===== src/rtl/mult_share_ctrl_pkg.sv =====
// Shared widths and FSM state encoding for the shared-multiplier controller.
package mult_share_ctrl_pkg;

  localparam int OP_W   = 4;
  localparam int PROD_W = 8;
  localparam int ID_W   = 1;

  typedef logic [1:0] state_t;

  localparam state_t ST_IDLE = 2'd0;
  localparam state_t ST_CALC = 2'd1;
  localparam state_t ST_HOLD = 2'd2;

endpackage


===== src/rtl/mult_share_ctrl_multiplier.sv =====
// Combinational unsigned array multiplier: shifted partial products summed
// into a full-width product, so 15*15 yields 225 without truncation.
module mult_share_ctrl_multiplier
  import mult_share_ctrl_pkg::*;
(
  input  logic [OP_W-1:0]   a,
  input  logic [OP_W-1:0]   b,
  output logic [PROD_W-1:0] product
);

  logic [PROD_W-1:0] pp [OP_W];

  genvar gi;
  generate
    for (gi = 0; gi < OP_W; gi++) begin : g_row
      assign pp[gi] = b[gi] ? (PROD_W'(a) << gi) : '0;
    end
  endgenerate

  always_comb begin
    product = '0;
    for (int i = 0; i < OP_W; i++) begin
      product = product + pp[i];
    end
  end

endmodule


===== src/rtl/mult_share_ctrl.sv =====
// Two-requester front end for one shared multiplier: round-robin grant in
// IDLE, one-cycle CALC, then the result is held until the consumer takes it.
module mult_share_ctrl
  import mult_share_ctrl_pkg::*;
#(
  parameter int CNT_W = 8
) (
  input  logic              clk,
  input  logic              rst,
  input  logic              req0_valid,
  input  logic [OP_W-1:0]   req0_a,
  input  logic [OP_W-1:0]   req0_b,
  output logic              req0_ready,
  input  logic              req1_valid,
  input  logic [OP_W-1:0]   req1_a,
  input  logic [OP_W-1:0]   req1_b,
  output logic              req1_ready,
  output logic              rsp_valid,
  input  logic              rsp_ready,
  output logic [PROD_W-1:0] rsp_product,
  output logic [ID_W-1:0]   rsp_id,
  output logic [CNT_W-1:0]  done_count
);

  state_t            state_reg;
  logic [ID_W-1:0]   prio_reg;
  logic [OP_W-1:0]   op_a_reg;
  logic [OP_W-1:0]   op_b_reg;
  logic [ID_W-1:0]   op_id_reg;
  logic              rsp_valid_reg;
  logic [PROD_W-1:0] rsp_product_reg;
  logic [ID_W-1:0]   rsp_id_reg;
  logic [CNT_W-1:0]  done_count_reg;

  logic              idle;
  logic              grant_any;
  logic [ID_W-1:0]   grant_id;
  logic              req_hs;
  logic [PROD_W-1:0] mult_out;

  // A lone valid requester wins outright; prio only breaks ties.
  always_comb begin
    grant_any = req0_valid | req1_valid;
    grant_id  = '0;
    if (req0_valid && req1_valid) begin
      grant_id = prio_reg;
    end else if (req1_valid) begin
      grant_id = 1'b1;
    end
  end

  assign idle       = (state_reg == ST_IDLE);
  assign req0_ready = idle && grant_any && (grant_id == 1'b0);
  assign req1_ready = idle && grant_any && (grant_id == 1'b1);
  assign req_hs     = (req0_valid && req0_ready) || (req1_valid && req1_ready);

  mult_share_ctrl_multiplier u_multiplier (
    .a       (op_a_reg),
    .b       (op_b_reg),
    .product (mult_out)
  );

  always_ff @(posedge clk) begin
    if (rst) begin
      state_reg       <= ST_IDLE;
      prio_reg        <= '0;
      op_a_reg        <= '0;
      op_b_reg        <= '0;
      op_id_reg       <= '0;
      rsp_valid_reg   <= 1'b0;
      rsp_product_reg <= '0;
      rsp_id_reg      <= '0;
      done_count_reg  <= '0;
    end else begin
      case (state_reg)
        ST_IDLE: begin
          if (req_hs) begin
            op_a_reg  <= grant_id[0] ? req1_a : req0_a;
            op_b_reg  <= grant_id[0] ? req1_b : req0_b;
            op_id_reg <= grant_id;
            prio_reg  <= ~grant_id;
            state_reg <= ST_CALC;
          end
        end
        ST_CALC: begin
          rsp_product_reg <= mult_out;
          rsp_id_reg      <= op_id_reg;
          rsp_valid_reg   <= 1'b1;
          state_reg       <= ST_HOLD;
        end
        ST_HOLD: begin
          // Return to IDLE only; a new grant waits a cycle, no HOLD bypass.
          if (rsp_ready) begin
            rsp_valid_reg  <= 1'b0;
            done_count_reg <= done_count_reg + 1'b1;
            state_reg      <= ST_IDLE;
          end
        end
        default: begin
          state_reg     <= ST_IDLE;
          rsp_valid_reg <= 1'b0;
        end
      endcase
    end
  end

  assign rsp_valid   = rsp_valid_reg;
  assign rsp_product = rsp_product_reg;
  assign rsp_id      = rsp_id_reg;
  assign done_count  = done_count_reg;

endmodule


===== config.mk =====
export PLATFORM = sky130hd
export DESIGN_NAME = mult_share_ctrl
export DESIGN_NICKNAME = d
export VERILOG_FILES = /design/src/rtl/mult_share_ctrl_pkg.sv /design/src/rtl/mult_share_ctrl_multiplier.sv /design/src/rtl/mult_share_ctrl.sv
export SDC_FILE = /design/constraint.sdc
export NUM_CORES = 1
export LEC_CHECK = 0
export ABC_AREA = 0
export CORE_MARGIN = 8
export CORE_UTILIZATION = 53
export DETAILED_ROUTE_END_ITERATION = 12
export PLACE_DENSITY = 0.85
export RECOVER_POWER = 100
export SETUP_SLACK_MARGIN = 0.2
export SKIP_LAST_GASP = 1
export SYNTH_ARGS = -nofsm -noshare
export SYNTH_HDL_FRONTEND = slang
export SYNTH_SLANG_ARGS = --single-unit

===== constraint.sdc =====
create_clock -name clk -period 4.95 [get_ports clk]
set_input_delay 0.495 -clock clk [delete_from_list [all_inputs] [get_ports clk]]
set_output_delay 0.495 -clock clk [all_outputs]
set_load 0.01 [all_outputs]

==> summary.md <==
| Metric | Value |
|---|---|
| Final hold slack | 456.2 ps |
| Final Instance Count excl. Fillers | 275 |
| Async set-reset flop share out of synthesis | 0% |
| PwrDens | 269.2 mW/mm2 |
| Max-slew violations | 0 |
| Final Core Density | 71.78% |
| Clock Latency Late Sink | 330 ps |
| Pin count of the biggest net entering global routing | 36 |
| Fin. Hold Viols | 0 |
| Slowest stage delay, CP | 770 ps |
| Hold-fix buffers, CTS | 0 |
| First-pass GRT wire length | 6.437 mm |
| Num rows | 20 |
| Number of H-tree levels | 2 |
| Boundary pin count | 41 |
| CP cell instances | dlygate4sd3_1 -> or2_2 -> nand2_1 -> a21oi_1 -> clkdlybuf4s50_1 |
| Vias | 1484 |
| Placed cell count | 268 |
| Crit share post-route | 58.03% |
| Num CTS Buffers | 5 |
| Final setup vio count | 0 |
| Clk sinks | 30 |
| Die height | 72.25 um |
| Synth Net Count | 231 |
| Vias in the first global route | 1448 |
| Clk slew on worst S/H paths | 90 ps |
| Netlist cell types | 38 |
| Setup crit end kind | output port |
| Clock Root Buffer | clkbuf_4 |
| HP Class | flip-flop to flip-flop |
| Routed WL | 3.719 mm |
| Slowest cell on crit path | dlygate4sd3_1 |
| MaxCap Viol Count | 0 |
| Setup TNS | 0 ps |
| Mapped Cells | 194 |
| Antenna Cells | 0 |
| Yosys warns | 0 |
| Initial core utilization | 55.37% |
| CTS tree | done |
| I/O Buffers | 40 |
| WS Path Type | primary input to output port |
| Register area | 600.6 um2 |
| Seq/Total Area, Yosys | 35.82% |
| # DRC | 0 |
| Layout cells sized above 1 | 5.628% |
| Req. time, crit path | 4450 ps |
| Gpl congestion | 0.8071 |
| Fin crit period | 2873 ps |
| Core Footprint | 0.003028 mm2 |
| Via-to-Cell Ratio | 5.396 |
| Post-route ant nets | 0 |
| Fmax | 348.1 MHz |
| Final #Nets | 268 |
| Post-CTS Resized | 0 |
| Mapped Area | 0.001677 mm2 |
| Area Growth Syn to Fin | 29.63% |
| Design Power | 0.0005850 W |
| Worst-Margin Slew | 1415 ps |
| Worst slew margin | 5.657% |
| Critical Path AT | 2380 ps |
| VDD IR max | 0.1890 mV |
| CP Launch Type | primary input |
| Setup Buffers After CTS | 0 |
| RSZ-0062 raised after global routing | false |
| Gr usage total | 15.34% |
| Count of state elements after synthesis | 30 |
| Initial antenna violation count | 0 |
| Outcome | finished clean |
| Drt pass-1 iters | 4 |
| Wire per inst | 13.52 um |
| Final HPWL DP | 2.783 mm |
| Die footprint | 0.005219 mm2 |
| Max Fanout on Critical Path | 13 |
| Layout fillers | 258 |
| Area of the multi-input gates | 0.001006 mm2 |
| GRT Residual Overflow | 0 |
| Avg Cell Area, Syn | 8.642 um2 |
| Post-synth EDFFs | 0 |
| Clk buf depth | 2 |
| DR iter-0 viols | 73 |
| DIE WIDTH | 72.25 um |
| Leakage power | 0.9218 nW |
| Most used flip-flop cell after synthesis | dfxtp_1 |
| Worst Skew | 2.344 ps |
-- power by group --
group / switching [W] / internal, W / total [W]
sequential: 0.0000156 / 0.000257 / 0.000272
combinational: 0.0000557 / 0.0000523 / 0.000108
clock: 0.0000871 / 0.000118 / 0.000205
total: 0.000158 / 0.000427 / 0.000585
-- layer usage --
metal / vias to the layer above / global-route usage [%] / share of wire [%]
met4: 0 / 6.803 / 1.7
li1: 764 / - / -
met2: 36 / 26.48 / 48
met5: - / 0 / 0
met1: 677 / 16.33 / 43
met3: 7 / 5.510 / 6.7
-- layout make-up --
type | instances | share of cell area [%]
clock inverter | 1 | 1.382
timing repair buffer | 41 | 18.60
multi-input combinational | 146 | 46.29
inverter | 7 | 1.209
tap | 44 | 2.533
clock buffer | 6 | 2.360
sequential | 30 | 27.63
-- logic make-up after synthesis --
family / after synthesis / share of synthesized area [%]
AO/OA/AOI/OAI: 50 / 18.73
XOR/XNOR: 3 / 1.567
adder cells (fa/ha/maj): 16 / 14.18
buffers and inverters: 18 / 4.179
flip-flops: 30 / 35.82
multiplexers: 2 / 1.269
AND/OR/NAND/NOR: 75 / 24.25
-- worst max-delay path: cells and delay by family --
family	cells	cell delay, ps
buf+inv	2	1330
simple gates	2	380
compound gates	1	160
-- stage by stage --
step | instance area, um2 | worst slack [ps]
6_report | 2173 | 2077
3_5_place_dp | 2096 | 2157
4_1_cts | 2177 | 2146
5_1_grt | 2173 | 1954
2_1_floorplan | 1677 | 2467
3_3_place_gp | 2096 | 2200
-- synth_stat cells, types with 2 or more instances --
library cell | count | area share [%]
or4_1 | 2 | 0.90
ha_1 | 11 | 8.2
or3_1 | 2 | 0.75
clkbuf_1 | 8 | 1.8
nor2b_1 | 4 | 1.5
nand4_1 | 3 | 1.1
nand2_1 | 20 | 4.5
nand2b_1 | 2 | 0.75
dfxtp_1 | 30 | 36
o31ai_1 | 2 | 0.90
a311oi_1 | 9 | 4.7
xnor2_1 | 2 | 1.0
nand3b_1 | 2 | 0.90
o21ai_0 | 10 | 3.0
nor2_1 | 8 | 1.8
fa_1 | 5 | 6.0
a21oi_1 | 23 | 6.9
inv_1 | 7 | 1.6
buf_2 | 2 | 0.60
nand3_1 | 14 | 4.2
a2111o_1 | 2 | 1.3
and2_1 | 10 | 3.7
-- path summary, 6_finish.rpt --
kind                                startpoint             end  slack, ps  cells after the start
worst max register to register     op_a_reg[1]  rsp_product[5]       2300                      7
worst max-delay path                req1_valid      req0_ready       2080                      5
worst min register to register  rsp_product[1]  rsp_product[1]        460                      2
worst min-delay path            rsp_product[1]  rsp_product[1]        460                      2
-- cell usage in the layout (no fill, tap or decap), types with 2 or more instances in the layout --
master	Yosys	layout
nand2b_1	2	2
o31ai_1	2	2
a21oi_1	23	23
xnor2_1	2	2
or4_1	2	2
clkbuf_4	0	5
nor2b_1	4	4
nand4_1	3	3
nor2_1	8	8
o21ai_0	10	10
ha_1	11	11
and2_1	10	9
clkdlybuf4s50_1	0	19
a2111o_1	2	2
or3_1	2	2
dfxtp_1	30	30
nand3_1	14	14
dlygate4sd3_1	0	21
fa_1	5	5
nand2_1	20	20
nand3b_1	2	2
a311oi_1	9	9
inv_1	7	7
(Power assumes the default switching activity.)
